--- src/rtl/muldiv_sched.sv ---
// Iterative 32x32 multiply / restoring divide sequencer that owns the MIPS HI/LO registers.
// One operand bit per cycle for 32 cycles, then a sign-fix cycle that writes HI/LO.
module muldiv_sched (
  input  logic        clk_i,
  input  logic        rst_n_i,
  input  logic        start_i,
  input  logic [5:0]  func_i,
  input  logic [31:0] rs_val_i,
  input  logic [31:0] rt_val_i,
  input  logic        flush_i,
  output logic        stall_o,
  output logic        busy_o,
  output logic        done_o,
  output logic [31:0] hilo_rdata_o,
  output logic [31:0] hi_o,
  output logic [31:0] lo_o
);
  localparam logic [5:0] F_MFHI  = 6'd16;
  localparam logic [5:0] F_MTHI  = 6'd17;
  localparam logic [5:0] F_MFLO  = 6'd18;
  localparam logic [5:0] F_MTLO  = 6'd19;
  localparam logic [5:0] F_MULT  = 6'd24;
  localparam logic [5:0] F_MULTU = 6'd25;
  localparam logic [5:0] F_DIV   = 6'd26;
  localparam logic [5:0] F_DIVU  = 6'd27;

  typedef enum logic [1:0] {S_IDLE, S_MUL, S_DIV, S_FIX} state_e;

  state_e      state_q, state_d;
  logic [4:0]  cnt_q, cnt_d;
  logic [31:0] hi_q, hi_d, lo_q, lo_d;
  // a: multiplicand / divisor; b: multiplier / dividend shifting into quotient
  logic [63:0] acc_q, acc_d;
  logic [31:0] a_q, a_d, b_q, b_d, rem_q, rem_d;
  logic        is_div_q, is_div_d, neg_lo_q, neg_lo_d, neg_hi_q, neg_hi_d;

  logic        is_md, signed_op, accept, done;
  logic [31:0] rs_mag, rt_mag, quot_fix, rem_fix, div_diff;
  logic [32:0] mul_sum, div_shift;
  logic [63:0] prod_fix;
  logic        div_ge;

  assign is_md     = (func_i >= F_MFHI && func_i <= F_MTLO) ||
                     (func_i >= F_MULT && func_i <= F_DIVU);
  assign signed_op = (func_i == F_MULT) || (func_i == F_DIV);
  assign rs_mag    = (signed_op && rs_val_i[31]) ? -rs_val_i : rs_val_i;
  assign rt_mag    = (signed_op && rt_val_i[31]) ? -rt_val_i : rt_val_i;
  assign accept    = start_i && !flush_i && (state_q == S_IDLE);

  assign mul_sum   = {1'b0, acc_q[63:32]} + {1'b0, (b_q[0] ? a_q : 32'd0)};
  // Partial remainder is always < divisor, so the trial result fits 32 bits
  assign div_shift = {rem_q, b_q[31]};
  assign div_ge    = div_shift >= {1'b0, a_q};
  assign div_diff  = div_shift[31:0] - a_q;

  assign prod_fix  = neg_lo_q ? -acc_q : acc_q;
  assign quot_fix  = neg_lo_q ? -b_q   : b_q;
  assign rem_fix   = neg_hi_q ? -rem_q : rem_q;

  always_comb begin
    state_d  = state_q;
    cnt_d    = cnt_q;
    hi_d     = hi_q;
    lo_d     = lo_q;
    acc_d    = acc_q;
    a_d      = a_q;
    b_d      = b_q;
    rem_d    = rem_q;
    is_div_d = is_div_q;
    neg_lo_d = neg_lo_q;
    neg_hi_d = neg_hi_q;
    done     = 1'b0;
    case (state_q)
      S_IDLE: if (accept) begin
        case (func_i)
          F_MULT, F_MULTU: begin
            a_d      = rs_mag;
            b_d      = rt_mag;
            acc_d    = '0;
            cnt_d    = '0;
            neg_lo_d = signed_op && (rs_val_i[31] ^ rt_val_i[31]);
            neg_hi_d = 1'b0;
            is_div_d = 1'b0;
            state_d  = S_MUL;
          end
          F_DIV, F_DIVU: begin
            a_d      = rt_mag;
            b_d      = rs_mag;
            rem_d    = '0;
            cnt_d    = '0;
            neg_lo_d = signed_op && (rs_val_i[31] ^ rt_val_i[31]);
            neg_hi_d = signed_op && rs_val_i[31];
            is_div_d = 1'b1;
            state_d  = S_DIV;
          end
          F_MTHI:  hi_d = rs_val_i;
          F_MTLO:  lo_d = rs_val_i;
          default: ;
        endcase
      end
      S_MUL: begin
        acc_d   = {mul_sum, acc_q[31:1]};
        b_d     = b_q >> 1;
        cnt_d   = cnt_q + 5'd1;
        if (cnt_q == 5'd31) state_d = S_FIX;
        if (flush_i) state_d = S_IDLE;
      end
      S_DIV: begin
        rem_d   = div_ge ? div_diff : div_shift[31:0];
        b_d     = {b_q[30:0], div_ge};
        cnt_d   = cnt_q + 5'd1;
        if (cnt_q == 5'd31) state_d = S_FIX;
        if (flush_i) state_d = S_IDLE;
      end
      S_FIX: begin
        state_d = S_IDLE;
        if (!flush_i) begin
          done = 1'b1;
          if (is_div_q) begin
            hi_d = rem_fix;
            lo_d = quot_fix;
          end else begin
            hi_d = prod_fix[63:32];
            lo_d = prod_fix[31:0];
          end
        end
      end
      default: state_d = S_IDLE;
    endcase
  end

  always_ff @(posedge clk_i) begin
    if (!rst_n_i) begin
      state_q <= S_IDLE;
      cnt_q   <= '0;
      hi_q    <= '0;
      lo_q    <= '0;
    end else begin
      state_q <= state_d;
      cnt_q   <= cnt_d;
      hi_q    <= hi_d;
      lo_q    <= lo_d;
    end
  end

  always_ff @(posedge clk_i) begin
    acc_q    <= acc_d;
    a_q      <= a_d;
    b_q      <= b_d;
    rem_q    <= rem_d;
    is_div_q <= is_div_d;
    neg_lo_q <= neg_lo_d;
    neg_hi_q <= neg_hi_d;
  end

  assign stall_o      = start_i && is_md && (state_q != S_IDLE);
  assign busy_o       = (state_q != S_IDLE);
  assign done_o       = done;
  assign hilo_rdata_o = (func_i == F_MFHI) ? hi_q :
                        (func_i == F_MFLO) ? lo_q : 32'd0;
  assign hi_o         = hi_q;
  assign lo_o         = lo_q;
endmodule

--- config.mk ---
export PLATFORM = sky130hd
export DESIGN_NAME = muldiv_sched
export DESIGN_NICKNAME = d
export VERILOG_FILES = /design/src/rtl/muldiv_sched.sv
export SDC_FILE = /design/constraint.sdc
export NUM_CORES = 1
export LEC_CHECK = 0
export ABC_AREA = 1
export CAP_MARGIN = 20
export CORE_MARGIN = 1.5
export CORE_UTILIZATION = 40
export DETAILED_ROUTE_END_ITERATION = 7
export PLACE_DENSITY = 0.56
export SYNTH_ARGS = -nofsm -noshare
export SYNTH_HDL_FRONTEND = slang
export SYNTH_SLANG_ARGS = --single-unit
--- constraint.sdc ---
create_clock -name clk_i -period 8 [get_ports clk_i]
set_input_delay 1.6 -clock clk_i [delete_from_list [all_inputs] [get_ports clk_i]]
set_output_delay 1.6 -clock clk_i [all_outputs]
set_load 0.01 [all_outputs]
Yosys cells after proc, flatten, opt, wreduce, memory -nomap -nowiden:

Index checks and enable logic that the tools add are counted.

* $add $sub $neg: 8
* order comparisons: 5
* equality and inequality tests: 21
* muxes and demuxes: 41
* bitwise gates (word level): 1
* reduce and logical (&&, ||, !) cells: 33

Operators with widths (number)
* 32-bit 2-to-1 mux: 19
* 32-bit one-hot mux with 2 select lines: 5
* 64-bit 2-to-1 mux: 3
* 32-bit negator: 4
* 64-bit one-hot mux with 2 select lines: 1
* 32-bit one-hot mux with 3 select lines: 1
* 64-bit negator: 1
* 6-bit by 5-bit equality test with 1-bit output (second input constant): 8
* 32-bit by 32-bit adder with 33-bit output: 1
* 33-bit by 32-bit >= comparator with 1-bit output: 1
* 32-bit subtractor: 1
* 3-bit AND reduction: 7
* 6-bit by 5-bit >= comparator with 1-bit output (second input constant): 2
* 6-bit by 5-bit <= comparator with 1-bit output (second input constant): 2
* 2-bit nonzero test: 6
* 5-bit 2-to-1 mux: 2
* 5-bit one-hot mux with 2 select lines: 1
* 1-bit logical AND: 9
* 2-bit by 1-bit inequality test with 1-bit output (second input constant): 4
* 4-bit AND reduction: 2
* 2-bit 2-to-1 mux: 3
* 2-bit inequality test (second input constant): 3
* 3-bit by 1-bit inequality test with 1-bit output (second input constant): 2
* 2-bit one-hot mux with 3 select lines: 1
* other kinds (14): 20

* flip-flop bits (word level): 234
* bits of input ports: 74
* output and inout bits: 99
* word-level logic and storage cells: 120

Logic depth before layout (Yosys ltp):

* word-level depth: 7
* gate-level depth with buffers: 19
* depth with buffers taken out: 17

Least setup slack after synthesis:

No wires, ideal clock.

* path kind: input-to-reg
* from: in func_i[5]
* to: reg acc_q[0] (enable)
* setup time: 0.510 ns
* data arrival time: 6.753 ns
* required time: 7.490 ns
* slack: 0.736 ns
* stages: 5
* path buffers: 0
* cell sequence: nor2_1 -> nand3_1 -> nor2_1 -> inv_1 -> o22ai_1

* longest elaborated chain between the ends: 4
* elaborated cells between the ends (all ways): 5
* classes of those cells: eq/ne (3); reduce/logical (2)

Ends and longest elaborated chain
* start: declaration: RTL line 7 `input logic [5:0] func_i,`
* 6-bit by 5-bit equality test with 1-bit output: RTL line 75 `case (func_i)`
* 2-bit OR reduction *: RTL line 75
* 2-bit by 1-bit inequality test with 1-bit output (no line) *
* 3-bit AND reduction (no line) *
* end signal: assignment: RTL line 147 `acc_q <= acc_d;`
* end: declaration: RTL line 33 `logic [63:0] acc_q, acc_d;`

Every way passes the cells marked *; elsewhere a longest branch is shown, timed or not.
A chain may end at the register's enable or synchronous reset.

Worst setup path after layout:

* from: in func_i[4]
* to: out hilo_rdata_o[8]

* longest elaborated chain between the ends: 3
* elaborated cells between the ends (all ways): 4
* classes of those cells: eq/ne (2); mux (2)

Ends and longest elaborated chain
* 6-bit by 5-bit equality test with 1-bit output: RTL line 160 `(func_i == F_MFLO) ? lo_q : 32'd0;`
* 32-bit 2-to-1 mux: RTL line 160
* 32-bit 2-to-1 mux *: RTL line 159 `assign hilo_rdata_o = (func_i == F_MFHI) ? hi_q :`
* end: declaration: RTL line 14 `output logic [31:0] hilo_rdata_o,`

Marked as above.

==> key figures <==
Finish
  • Layout cells sized above 1: 0.03226
  • Post-layout nets: 3692
  • Fin util: 0.4683
  • Layout area overhead: 15.76%
  • Non-Filler Instances: between 4000 and 5000
  • Finished Cell Area: approximately 25000 sq um

Place
  • DP Area: about 24000 sq um
  • Final HPWL DP: ~77000 um
  • # port buffers: 172
  • Final Wtd Congestion: 0.9941
  • DP Cell Count: 4195

Routing
  • Routed via count: 24380
  • Pre-antenna DRT Iters: 6
  • Initial drt markers: 3073
  • Antenna-violating nets left: 0
  • Via density: 5.731
  • WL per Instance: 22.61 um
  • Final wirelength: between 90000 and 100000 um
  • Final routed DRC violation total: 0

Global route
  • Vias in the first global route: about 23000
  • GRT overflow: 0
  • GRT Total Usage: 0.3460
  • Global-route wire length before repair: between 100000 and 150000 um
  • Initial antenna violation count: 0
  • Largest net degree at the start of global routing: between 60 and 70

Logic synthesis
  • Simple-gate share of the synthesized area: 0.3498
  • Sequential area share after synthesis: 0.2971
  • Syn Area/Cell: just over 6 sq um
  • Ys flop type: edfxtp_1
  • Flops & latches, synth: ~230
  • Mapped cell area: between 20000 and 25000 sq um
  • Largest family of logic cells by synthesized area: simple AND/OR/NAND/NOR gates
  • Synth unique cells: 54
  • Number of synthesized flops with an enable pin: approximately 160
  • Xor/xnor cell area share of the yosys netlist: 0.02555
  • Syn Inst Count: 3429
  • Post-Synth Adder-Cell Area: 0.04603
  • Post-synth ARST share: 0
  • Synth Warn #: 0
  • Synth Area in Compound Gates: 0.1738
  • Multiplexer area fraction after synthesis: 0.002354
  • Syn_nets: 3580

Setup path
  • Type of the worst setup path: in2out
  • CP Max Fanout: 23
  • FF-to-FF End: acc_q[3]
  • CP startpoint: func_i[4]
  • Flop2flop setup slack: between 4 and 5 ns
  • Slowest stage cell, crit path: clkdlybuf4s50_1
  • Worst r2r path cells: 10
  • CP Capture Point: hilo_rdata_o[8]
  • Worst EP required: 6.40 ns
  • CP endpoint kind: output port
  • CP max stage delay: 0.56 ns
  • CP Data Arrival Time: 3.85 ns
  • R2R Path Start: state_q[1]
  • Critical path launch point type: input port
  • CP Cell Sequence: clkdlybuf4s50_1 > inv_1 > nor2_1 > nand2_1 > inv_1 > nand3_1 > buf_4 > o22ai_1 > clkdlybuf4s50_1

CTS
  • Clock tree sinks: roughly 230
  • Total number of H-tree levels: 1
  • # hold bufs at CTS: 0
  • Num CTS Buffers: 31
  • Clk_lat worst skew: 0.62 ns
  • PostCTS Resize Cnt: 0
  • CTS tree: built
  • Clk root buf: clkbuf_16
  • Max Buffers Root-to-Sink: 3
  • Setup bufs post-CTS: 0
  • Clock-pin slew on the worst setup and hold paths: around 0.06 ns

Run
  • Maxcap violations: 0

Timing
  • Fmax: approximately 180 MHz
  • Setup TNS: 0 ns
  • Clock skew: 0.04242 ns
  • Final Cycle Share: 0.6818
  • Tmin final: 5.454 ns
  • Final Slew Violations: 0
  • Fin. Hold Viols: 0
  • Unrepaired setup endpoints after global routing: false
  • Setup-failing EPs final: 0
  • Least-Margin Pin Slew: 1.024 ns
  • Slew margin rel.: 0.3175

Die
  • Initial Util: 0.4045
  • Die X: between 200 and 250 um
  • FP Rows: between 80 and 90
  • Die Ht: 233.5 um
  • Die area: 54530 sq um
  • IO Pins: 173
  • Core box area: roughly 53000 sq um

Worst hold path
  • Min-delay src: cnt_q[4]
  • Hold/Removal Path Class: reg2reg

Power and ir drop
  • VDD IR max: 0.2023 mV
  • Leakage power: 10.49 nW
  • PwrDens: about 250 nW/um^2

Run status
  • Status: finished clean
kinds of logic (layout without fill, tap and decap cells):
| kind of cell | Yosys count | in the layout |
|---|---|---|
| multiplexers | 5 | 5 |
| XOR/XNOR | 62 | 62 |
| flip-flops | 234 | 234 |
| AND/OR/NAND/NOR | 1802 | 1802 |
| other | 0 | 1 |
| adder cells (fa/ha/maj) | 77 | 77 |
| buffers and inverters | 575 | 711 |
| AO/OA/AOI/OAI | 674 | 674 |
flip-flops by register name, indices dropped and copies added, names as in the netlist:
signal / flops
hi_o: 32
rem_q: 32
lo_o: 32
a_q: 32
acc_q: 64
neg_hi_q: 1
cnt_q: 5
neg_lo_q: 1
is_div_q: 1
state_q: 2
b_q: 32
per-stage QoR:
step	power [mW]	hold WS, ns	setup slack, ns
after floorplan	3.555	0.4454	0.7364
after global placement	4.609	0.4549	2.615
after detailed placement	4.626	0.4665	2.602
after CTS	6.071	0.4732	2.600
after global routing	6.476	0.5231	2.384
final	6.124	0.4728	2.546
report_power, final:
group / switching (mW) / total (mW) / leakage, nW / internal, mW
Sequential: 0.369 / 2.05 / 2.10 / 1.69
Clock: 0.612 / 1.44 / 0.505 / 0.826
Combinational: 1.80 / 2.63 / 7.89 / 0.827
worst max-delay path, delay by kind of cell:
family	cells	cell delay [ns]
compound gates	1	0.22
simple gates	3	0.44
buf+inv	5	1.58
how the worst min path moves through the flow:
stage	slack (ns)	end	depth (start not counted)
finish	0.47	cnt_q[4]	2
global route	0.52	cnt_q[1]	2
CTS	0.47	cnt_q[4]	2
detailed placement	0.47	cnt_q[4]	2
global placement	0.45	cnt_q[4]	2
floorplan	0.45	cnt_q[4]	2
layer usage:
metal  wire length [um]  vias up  global-route usage
li1                   -    11550                   -
met1              40110    11420              0.4633
met2              42720     1191              0.5447
met3               8143      215             0.04980
met4               5188        0              0.1671
met5                  0        -                   0
area by class of cell:
class                   count  area [sq um]
diodes                      1         2.502
clock buffers              37         850.8
clock inverters            20         180.2
fillers                  5630         27940
inverters                 456          1717
multi-input cells        2620         12750
flip-flops and latches    234          6316
well taps                 688         860.8
repair buffers            198          1932
cells in the final DEF, fill, tap and decap left out, types with 5 or more instances in the layout:
master,count
o21ai_0,282
mux2i_1,5
o21a_1,13
a31oi_1,19
o21ai_1,9
o22ai_1,37
dfxtp_1,71
clkdlybuf4s50_1,171
xor2_1,57
xnor2_1,5
clkinv_2,8
o31ai_1,5
a22oi_1,19
nand3b_1,11
nand3_1,293
inv_2,6
edfxtp_1,163
nand4_1,45
inv_1,448
o21bai_1,6
nor2_2,7
ha_1,73
a21oi_1,233
buf_4,25
o211ai_1,29
nor2_1,529
nand2_2,5
nor3_1,36
clkbuf_16,33
nand2_1,856
o221ai_1,5
Yosys cell counts, types with 4 or more instances:
cell        n  area [sq um]
o21ai_1     9         45.04
buf_2      24         120.1
o21a_1     13         97.59
edfxtp_1  163          4895
a31oi_1    19         118.9
clkbuf_1   83         311.6
nor3_1     36         180.2
o211ai_1   29         217.7
nor4_1      4         25.02
o21bai_1    6         45.04
o31ai_1     5         37.54
ha_1       75         938.4
xor2_1     57         499.2
xnor2_1     5         43.79
a22oi_1    19         142.6
o221ai_1    5         43.79
inv_2       6         22.52
buf_1       6         22.52
mux2i_1     5         50.05
nand3_1   293          1466
a21oi_1   233          1166
nor2_1    533          2001
nand2_2     5         31.28
inv_1     448          1682
nand4_1    45         281.5
a211oi_1    4         30.03
dfxtp_1    71          1421
o21ai_0   283          1416
nor2_2      4         25.02
o22ai_1    38         237.7
nand2_1   856          3213
nand3b_1   11         82.58
(Power assumes the default switching activity.)
